**config.mk**
```make
export PLATFORM = sky130hd
export DESIGN_NAME = branch_predictor_gshare
export DESIGN_NICKNAME = d
export VERILOG_FILES = /design/src/rtl/branch_predictor_gshare_pkg.sv /design/src/rtl/bp_pending_fifo.sv /design/src/rtl/branch_predictor_gshare.sv
export SDC_FILE = /design/constraint.sdc
export NUM_CORES = 1
export LEC_CHECK = 0
export CORE_ASPECT_RATIO = 0.7
export CORE_MARGIN = 3
export CORE_UTILIZATION = 30
export CTS_CLUSTER_DIAMETER = 60
export DETAILED_ROUTE_END_ITERATION = 8
export MAX_ROUTING_LAYER = met4
export PLACE_DENSITY = 0.56
export SLEW_MARGIN = 25
export SYNTH_ARGS = -nofsm -noshare
export SYNTH_HDL_FRONTEND = slang
export SYNTH_HIERARCHICAL = 1
export SYNTH_SLANG_ARGS = --single-unit
```
**constraint.sdc**
```tcl
create_clock -name clk -period 13.3 [get_ports clk]
set_clock_uncertainty 0.1 [all_clocks]
set_input_delay 3.325 -clock clk [delete_from_list [all_inputs] [get_ports clk]]
set_output_delay 3.325 -clock clk [all_outputs]
set_load 0.03 [all_outputs]
```
**src/rtl/branch_predictor_gshare_pkg.sv**
```systemverilog
// Shared types and helpers for the gshare/bimodal direction predictor.
package bp_pkg;

  localparam int unsigned BP_IDX_MAX = 16;
  localparam logic [2:0]  BR_NONE    = 3'd0;

  // Index field is sized for the widest supported table; users cast to their own width.
  typedef struct packed {
    logic [BP_IDX_MAX-1:0] index;
    logic                  pred;
  } bp_entry_t;

  function automatic int unsigned ctr_update(input int unsigned ctr,
                                             input logic        taken,
                                             input int unsigned ctr_max);
    int unsigned res;
    res = ctr;
    if (taken) begin
      if (ctr < ctr_max) res = ctr + 1;
    end else begin
      if (ctr != 0) res = ctr - 1;
    end
    return res;
  endfunction

endpackage

```
**src/rtl/bp_pending_fifo.sv**
```systemverilog
// In-order queue of unresolved predictions; pointer MSB distinguishes full from empty.
module bp_pending_fifo
  import bp_pkg::*;
#(
  parameter int unsigned DEPTH = 4
) (
  input  logic      clk,
  input  logic      rst,
  input  logic      push_i,
  input  logic      pop_i,
  input  logic      clear_i,
  input  bp_entry_t din_i,
  output logic      full_o,
  output logic      empty_o,
  output bp_entry_t head_o
);

  localparam int unsigned AW = $clog2(DEPTH);
  localparam logic [AW:0] PTR_ONE = {{AW{1'b0}}, 1'b1};

  logic [AW:0] wr_q, wr_d, rd_q, rd_d;
  bp_entry_t   mem_q [DEPTH];

  assign full_o  = (wr_q[AW] != rd_q[AW]) && (wr_q[AW-1:0] == rd_q[AW-1:0]);
  assign empty_o = (wr_q == rd_q);
  assign head_o  = mem_q[rd_q[AW-1:0]];

  always_comb begin
    wr_d = wr_q;
    rd_d = rd_q;
    if (clear_i) begin
      rd_d = wr_q;
    end else begin
      if (push_i) wr_d = wr_q + PTR_ONE;
      if (pop_i)  rd_d = rd_q + PTR_ONE;
    end
  end

  always_ff @(posedge clk or posedge rst) begin
    if (rst) begin
      wr_q <= '0;
      rd_q <= '0;
    end else begin
      wr_q <= wr_d;
      rd_q <= rd_d;
    end
  end

  always_ff @(posedge clk) begin
    if (push_i && !clear_i) mem_q[wr_q[AW-1:0]] <= din_i;
  end

endmodule

```
**src/rtl/branch_predictor_gshare.sv**
```systemverilog
// Direction predictor: saturating-counter table indexed by PC (optionally XOR speculative GHR),
// with in-order resolution, history recovery on mispredict/flush, and miss statistics.
module branch_predictor_gshare
  import bp_pkg::*;
#(
  parameter int unsigned INDEX_BITS  = 6,
  parameter int unsigned CTR_BITS    = 2,
  parameter int unsigned CTR_INIT    = 1,
  parameter int unsigned GHR_BITS    = 6,
  parameter int unsigned GSHARE      = 1,
  parameter int unsigned QUEUE_DEPTH = 4
) (
  input  logic                  clk,
  input  logic                  rst,
  input  logic [INDEX_BITS-1:0] lookup_pc_low,
  input  logic [2:0]            lookup_branch_type,
  output logic                  predict_taken,
  output logic                  queue_full,
  input  logic                  resolve_valid,
  input  logic                  resolve_taken,
  output logic                  mispredict,
  input  logic                  flush,
  output logic [31:0]           branch_count,
  output logic [31:0]           miss_count
);

  localparam int unsigned ENTRIES = 2 ** INDEX_BITS;
  localparam int unsigned CTR_MAX = (2 ** CTR_BITS) - 1;

  logic [CTR_BITS-1:0]   ctr_q [ENTRIES];
  logic [GHR_BITS-1:0]   spec_ghr_q, spec_ghr_d, arch_ghr_q, arch_ghr_d;
  logic                  mispredict_q;
  logic [31:0]           branch_cnt_q, miss_cnt_q;

  logic [INDEX_BITS-1:0] lookup_idx, head_idx;
  logic [CTR_BITS-1:0]   ctr_new;
  logic                  is_branch, fifo_full, fifo_empty;
  logic                  do_pop, do_push, miss, squash;
  bp_entry_t             push_ent, head_ent;

  assign is_branch     = (lookup_branch_type != BR_NONE);
  assign lookup_idx    = (GSHARE != 0) ? (lookup_pc_low ^ INDEX_BITS'(spec_ghr_q)) : lookup_pc_low;
  assign predict_taken = is_branch && !fifo_full && ctr_q[lookup_idx][CTR_BITS-1];
  assign queue_full    = fifo_full;
  assign head_idx      = INDEX_BITS'(head_ent.index);

  // Resolution is handled before any squash; a squash always drops the same-cycle push.
  assign do_pop  = resolve_valid && !fifo_empty;
  assign miss    = do_pop && (resolve_taken != head_ent.pred);
  assign squash  = flush || miss;
  assign do_push = is_branch && (!fifo_full || do_pop) && !squash;

  always_comb begin
    push_ent       = '0;
    push_ent.index = BP_IDX_MAX'(lookup_idx);
    push_ent.pred  = predict_taken;
    ctr_new        = CTR_BITS'(ctr_update(32'(ctr_q[head_idx]), resolve_taken, CTR_MAX));
    arch_ghr_d     = arch_ghr_q;
    if (do_pop) arch_ghr_d = {arch_ghr_q[GHR_BITS-2:0], resolve_taken};
    spec_ghr_d     = spec_ghr_q;
    if (squash)       spec_ghr_d = arch_ghr_d;
    else if (do_push) spec_ghr_d = {spec_ghr_q[GHR_BITS-2:0], predict_taken};
  end

  always_ff @(posedge clk or posedge rst) begin
    if (rst) begin
      for (int unsigned i = 0; i < ENTRIES; i++) ctr_q[i] <= CTR_BITS'(CTR_INIT);
      spec_ghr_q   <= '0;
      arch_ghr_q   <= '0;
      mispredict_q <= 1'b0;
      branch_cnt_q <= '0;
      miss_cnt_q   <= '0;
    end else begin
      if (do_pop) begin
        ctr_q[head_idx] <= ctr_new;
        branch_cnt_q    <= branch_cnt_q + 32'd1;
      end
      if (miss) miss_cnt_q <= miss_cnt_q + 32'd1;
      spec_ghr_q   <= spec_ghr_d;
      arch_ghr_q   <= arch_ghr_d;
      mispredict_q <= miss;
    end
  end

  assign mispredict   = mispredict_q;
  assign branch_count = branch_cnt_q;
  assign miss_count   = miss_cnt_q;

  bp_pending_fifo #(
    .DEPTH (QUEUE_DEPTH)
  ) u_fifo (
    .clk     (clk),
    .rst     (rst),
    .push_i  (do_push),
    .pop_i   (do_pop),
    .clear_i (squash),
    .din_i   (push_ent),
    .full_o  (fifo_full),
    .empty_o (fifo_empty),
    .head_o  (head_ent)
  );

endmodule

```
==> summary.md <==
| Metric | Value |
|---|---|
| Clock share of power | 21.2% |
| Combinational share of power | 43.8% |
| Clock-pin transition on the worst setup and hold timing paths | 0.06 ns |
| CP Data Required Time | 9.88 ns |
| Startpoint Class | input port |
| Final Hold Vio Count | 0 |
| Die Wd | 244.9 um |
| Sw Ratio | 43.33% |
| Final WS setup | 2.549 ns |
| Setup WS pre-CTS | 2.466 ns |
| Worst EP arrival | 7.33 ns |
| Pin count of the biggest net entering global routing | 133 |
| HPWL Detailed | 21550 um |
| Total number of vias | 8639 |
| Hold Path Depth | 2 |
| DR vias/cell | 5.079 |
| Sw Pwr | 1.512 mW |
| # rows | 60 |
| Post-cts sizing count | 0 |
| Worst hold path type | flip-flop to flip-flop |
| Routed wire length | 32420 um |
| TritonCTS clock tree | yes |
| Final #Nets | 1174 |
| Number of max-cap violations | 0 |
| DR pass1 iterations | 6 |
| Vias in the first global route | 8583 |
| DRC viols | 0 |
| Core Region | 38890 um2 |
| Htree depth | 1 |
| Clock sinks | 239 |
| Tmin final | 10.75 ns |
| Max Clk Rate | 93.01 MHz |
| Grt ovf | 0 |
| P_int | 1.978 mW |
| Syn nets | 1121 |
| Global Route Usage Sum | 15.90% |
| Sequential power share | 35.0% |
| Area Overhead vs Synth | 17.78% |
| Worst reg2reg path depth | 9 |
| Clock buffer depth | 3 |
| Worst vdd ir | 0.0003005 V |
| PortBufs | 80 |
| Crit-path max FO | 17 |
| CTS root buf | clkbuf_16 |
| YS warnings | 6 |
| Final core utilization | 36.30% |
| Initial antenna violation count | 0 |
| Routed wire per std cell | 19.06 um |
| Relative slew slack | 28.37% |
| Final instance area | 14120 um2 |
| First-pass GRT wire length | 52230 um |
| Final GP Congestion | 0.8669 |
| Fillers | 3875 |
| Num ports | 81 |
| Cts hold-fix bufs | 0 |
| CP Capture Type | output pin |
| Pins Over Slew Limit | 0 |
| Setup Crit Path Kind | input port to output pin |
| Leak pwr | 5.661 nW |
| Outcome | finished clean |
| Setup bufs post-CTS | 0 |
| Setup Viol. Count Final | 0 |
| Synthesized instance count | 1100 |
| Post-route ant nets | 0 |
| Num CTS Buffers | 27 |
| PnR Total Power | 3.490 mW |
| Period utilization | 80.83% |
| Least-Margin Pin Slew | 1.072 ns |
| Mapped Avg Cell Area | 10.90 um2 |
| PwrDens | 247.2 nW/um2 |
| Worst skew pair latency | 0.56 ns |
| Area after DPL | 13180 um2 |
| Die Span Y | 173.2 um |
| Antenna diodes | 0 |
| Die area | 42420 um2 |
| Initial core utilization | 30.82% |
| Setup TNS | 0 ns |
| DR iter-0 viols | 813 |
| RSZ-0062 raised after global routing | false |
| Share of cells above drive strength 1 | 18.23% |
| Synth Cell Area | 11990 um2 |
-- critical path, cell delays in order --
cell and delay (ns):
clkdlybuf4s50_1 0.48, xnor2_1 0.26, clkinv_1 0.61, mux4_2 0.56, mux2i_1 0.08, o221ai_1 0.18
o21ai_0 0.14, nor4_1 0.81, clkdlybuf4s50_1 0.86
-- power groups by stage --
stage	registers (mW)	logic (mW)	clock network (mW)
2_1_floorplan	1.17	1.18	0
3_3_place_gp	1.23	1.49	0
3_5_place_dp	1.23	1.51	0
4_1_cts	1.22	1.52	0.762
5_1_grt	1.25	1.66	0.791
6_report	1.22	1.53	0.740
-- worst paths after layout --
| path | end | from | slack, ns |
|---|---|---|---|
| worst max-delay path | predict_taken | lookup_pc_low[0] | 2.55 |
| worst min-delay path | ctr_q[78] | ctr_q[78] | 0.36 |
| worst max register to register | ctr_q[111] | u_fifo/rd_q[0] | 7.89 |
| worst min register to register | ctr_q[78] | ctr_q[78] | 0.36 |
| max in group asynchronous | ctr_q[117] | rst | 9.01 |
| min in group asynchronous | u_fifo/rd_q[1] | rst | 3.08 |
-- state kept, by name, indices dropped and copies added (netlist names) --
signal,count
arch_ghr_q,6
u_fifo/mem_q,28
ctr_q,128
branch_count,32
mispredict,1
spec_ghr_q,6
u_fifo/wr_q,3
miss_count,32
u_fifo/rd_q,3
-- layout by cell type, fill, tap and decap left out, types with 20 or more instances in the layout --
cell and instances:
xor2_1 23, nand2_1 100, o21ai_0 68, inv_1 27, mux2i_1 30, dfrtp_1 147, nor2_1 133, o31ai_2 34
a21oi_1 71, dfstp_2 64, edfxtp_1 28, mux4_2 30, and3_1 20, nand3_1 31, xnor2_1 51, clkdlybuf4s50_1 80
clkbuf_16 28
-- layer usage --
metal / GRT usage (%) / part of all wire [%] / up-vias
li1: - / - / 4039
met1: 23.51 / 49 / 4305
met2: 21.81 / 42 / 257
met3: 4.004 / 7.5 / 38
met4: 3.441 / 1.9 / 0
met5: - / 0 / -
-- per-stage QoR --
step | instances | hold WS (ns)
floorplan | 1100 | 0.3421
global placement | 1649 | 0.3508
detailed placement | 1649 | 0.3551
CTS | 1699 | 0.3647
global route | 1701 | 0.3846
finish | 1701 | 0.3650
-- layout make-up --
class                   count  area [um2]  share of cell area [%]
flip-flops and latches    239        6201                   43.93
multi-input cells         758        5303                   37.56
well taps                 527       659.4                   4.671
repair buffers             96       952.2                   6.745
clock inverters            17       127.6                  0.9041
inverters                  31       123.9                  0.8775
clock buffers              33       749.5                   5.309
No activity file was read; power rests on OpenSTA's default activity.
==> edit, RTL diff (same settings) <==
The parameter `QUEUE_DEPTH` goes from 4 to 16.
--- a/src/rtl/branch_predictor_gshare.sv
+++ b/src/rtl/branch_predictor_gshare.sv
@@ -10,3 +10,3 @@
   parameter int unsigned GSHARE      = 1,
-  parameter int unsigned QUEUE_DEPTH = 4
+  parameter int unsigned QUEUE_DEPTH = 16
 ) (
Check against the original RTL: same outputs for any inputs over 4 cycles, from zero or initial values and one cycle with rst high; that may be too few to reach the edited logic, so the function may still have changed.
==> edit against the unedited design <==
Register-to-register slack lost 400 ps; worst setup slack worse by 85 ps; final area increased by 29%; final cell count increased by 21%; sequential cell count grew 88; synthesized area grew 29%; routed wire length rose by 25%; non-clock buffer count increased by 7; die area increased by 29%; power up 41%; critical path type unchanged; highest routed layer unchanged.
==> edit: results (changes against the unedited design) <==
* Status: completed
* DRT Pass-1 Iters at 5 (-1)
* Worst hold path depth at 1 (-1)
* Worst-case hold slack at 362 ps (-3.39 ps)
* Global Route met3 Usage at 3.37% (-0.64 points)
* GR Util All Layers at 15.1% (-0.79 points)
* Dpl ws at 2490 ps (+26.4 ps)
* F_max at 92.3 MHz (-0.78%)
* GRT met2 Usage at 20.6% (-1.2 points)
* Via density at 5.14 (+1.3%)
* Placed inst area at 0.0169 mm^2 (+28%)
* Total number of vias at 10600 (+23%)
* Met3 WL at 3200 um (+32%)
* CTS Buf Count at 37 (+37%)
* Post-Syn Area per Cell at 11.8 um^2 (+7.9%)
* Leak at 6.86 nW (+21%)
* Global-route wire length before repair at 62800 um (+20%)
* Syn_nets at 1342 (+20%)
* R2R setup slack at 7490 ps (-400 ps)
* Reg2Reg Depth at 14 (+5)
* Max Fanout on Critical Path at 24 (+7)
* Iter 0 DRT Violations at 1098 (+35%)
* Gpl congestion at 0.838 (-3.3%)
* Maximum vdd ir drop at 0.450 mV (+50%)
* Largest net degree at the start of global routing at 132 (-0.75%)
* NumNets Final at 1383 (+18%)
* Number of global-route vias before repair at 10200 (+19%)
* Hold endpoint: miss_count[31]$_DFFE_PP0P_
* Fillers at 4975 (+28%)
* Share of cells above drive strength 1 at 17.1% (-1.1 points)
* Hold Path Origin: miss_count[31]$_DFFE_PP0P_
* Met1 wire length at 20300 um (+28%)
* DR WL met2 at 16400 um (+21%)
* Cells after DPL at 1996 (+21%)
* Worst rel slew slack at 28.1% (-0.25 points)
==> edit: where the power goes <==
part           internal [mW]  switching, mW  total, mW
Combinational          0.746           1.58       2.33
Sequential              1.37          0.189       1.56
Clock                  0.590          0.426       1.02
Total                   2.71           2.20       4.91
==> edit: cell type report <==
class / count / area, um^2 / share of cell area (%)
inverters: 25 / 101 / 0.559
repair buffers: 103 / 977 / 5.39
multi-input cells: 867 / 6180 / 34.1
clock buffers: 49 / 1020 / 5.63
clock inverters: 19 / 199 / 1.10
well taps: 674 / 843 / 4.65
flip-flops and latches: 327 / 8820 / 48.6
==> edit: worst register-to-register path: stages, from the launching register on <==
cell and delay (ps):
dfrtp_1 320, buf_4 430, nor2b_1 270, a22oi_1 460
mux2i_1 200, o21ai_4 160, buf_4 570, nor2_1 440
o2bb2ai_1 240, a2111oi_2 500, o22ai_1 180, nor4_1 420
maj3_2 720, buf_4 460, a31oi_1 160
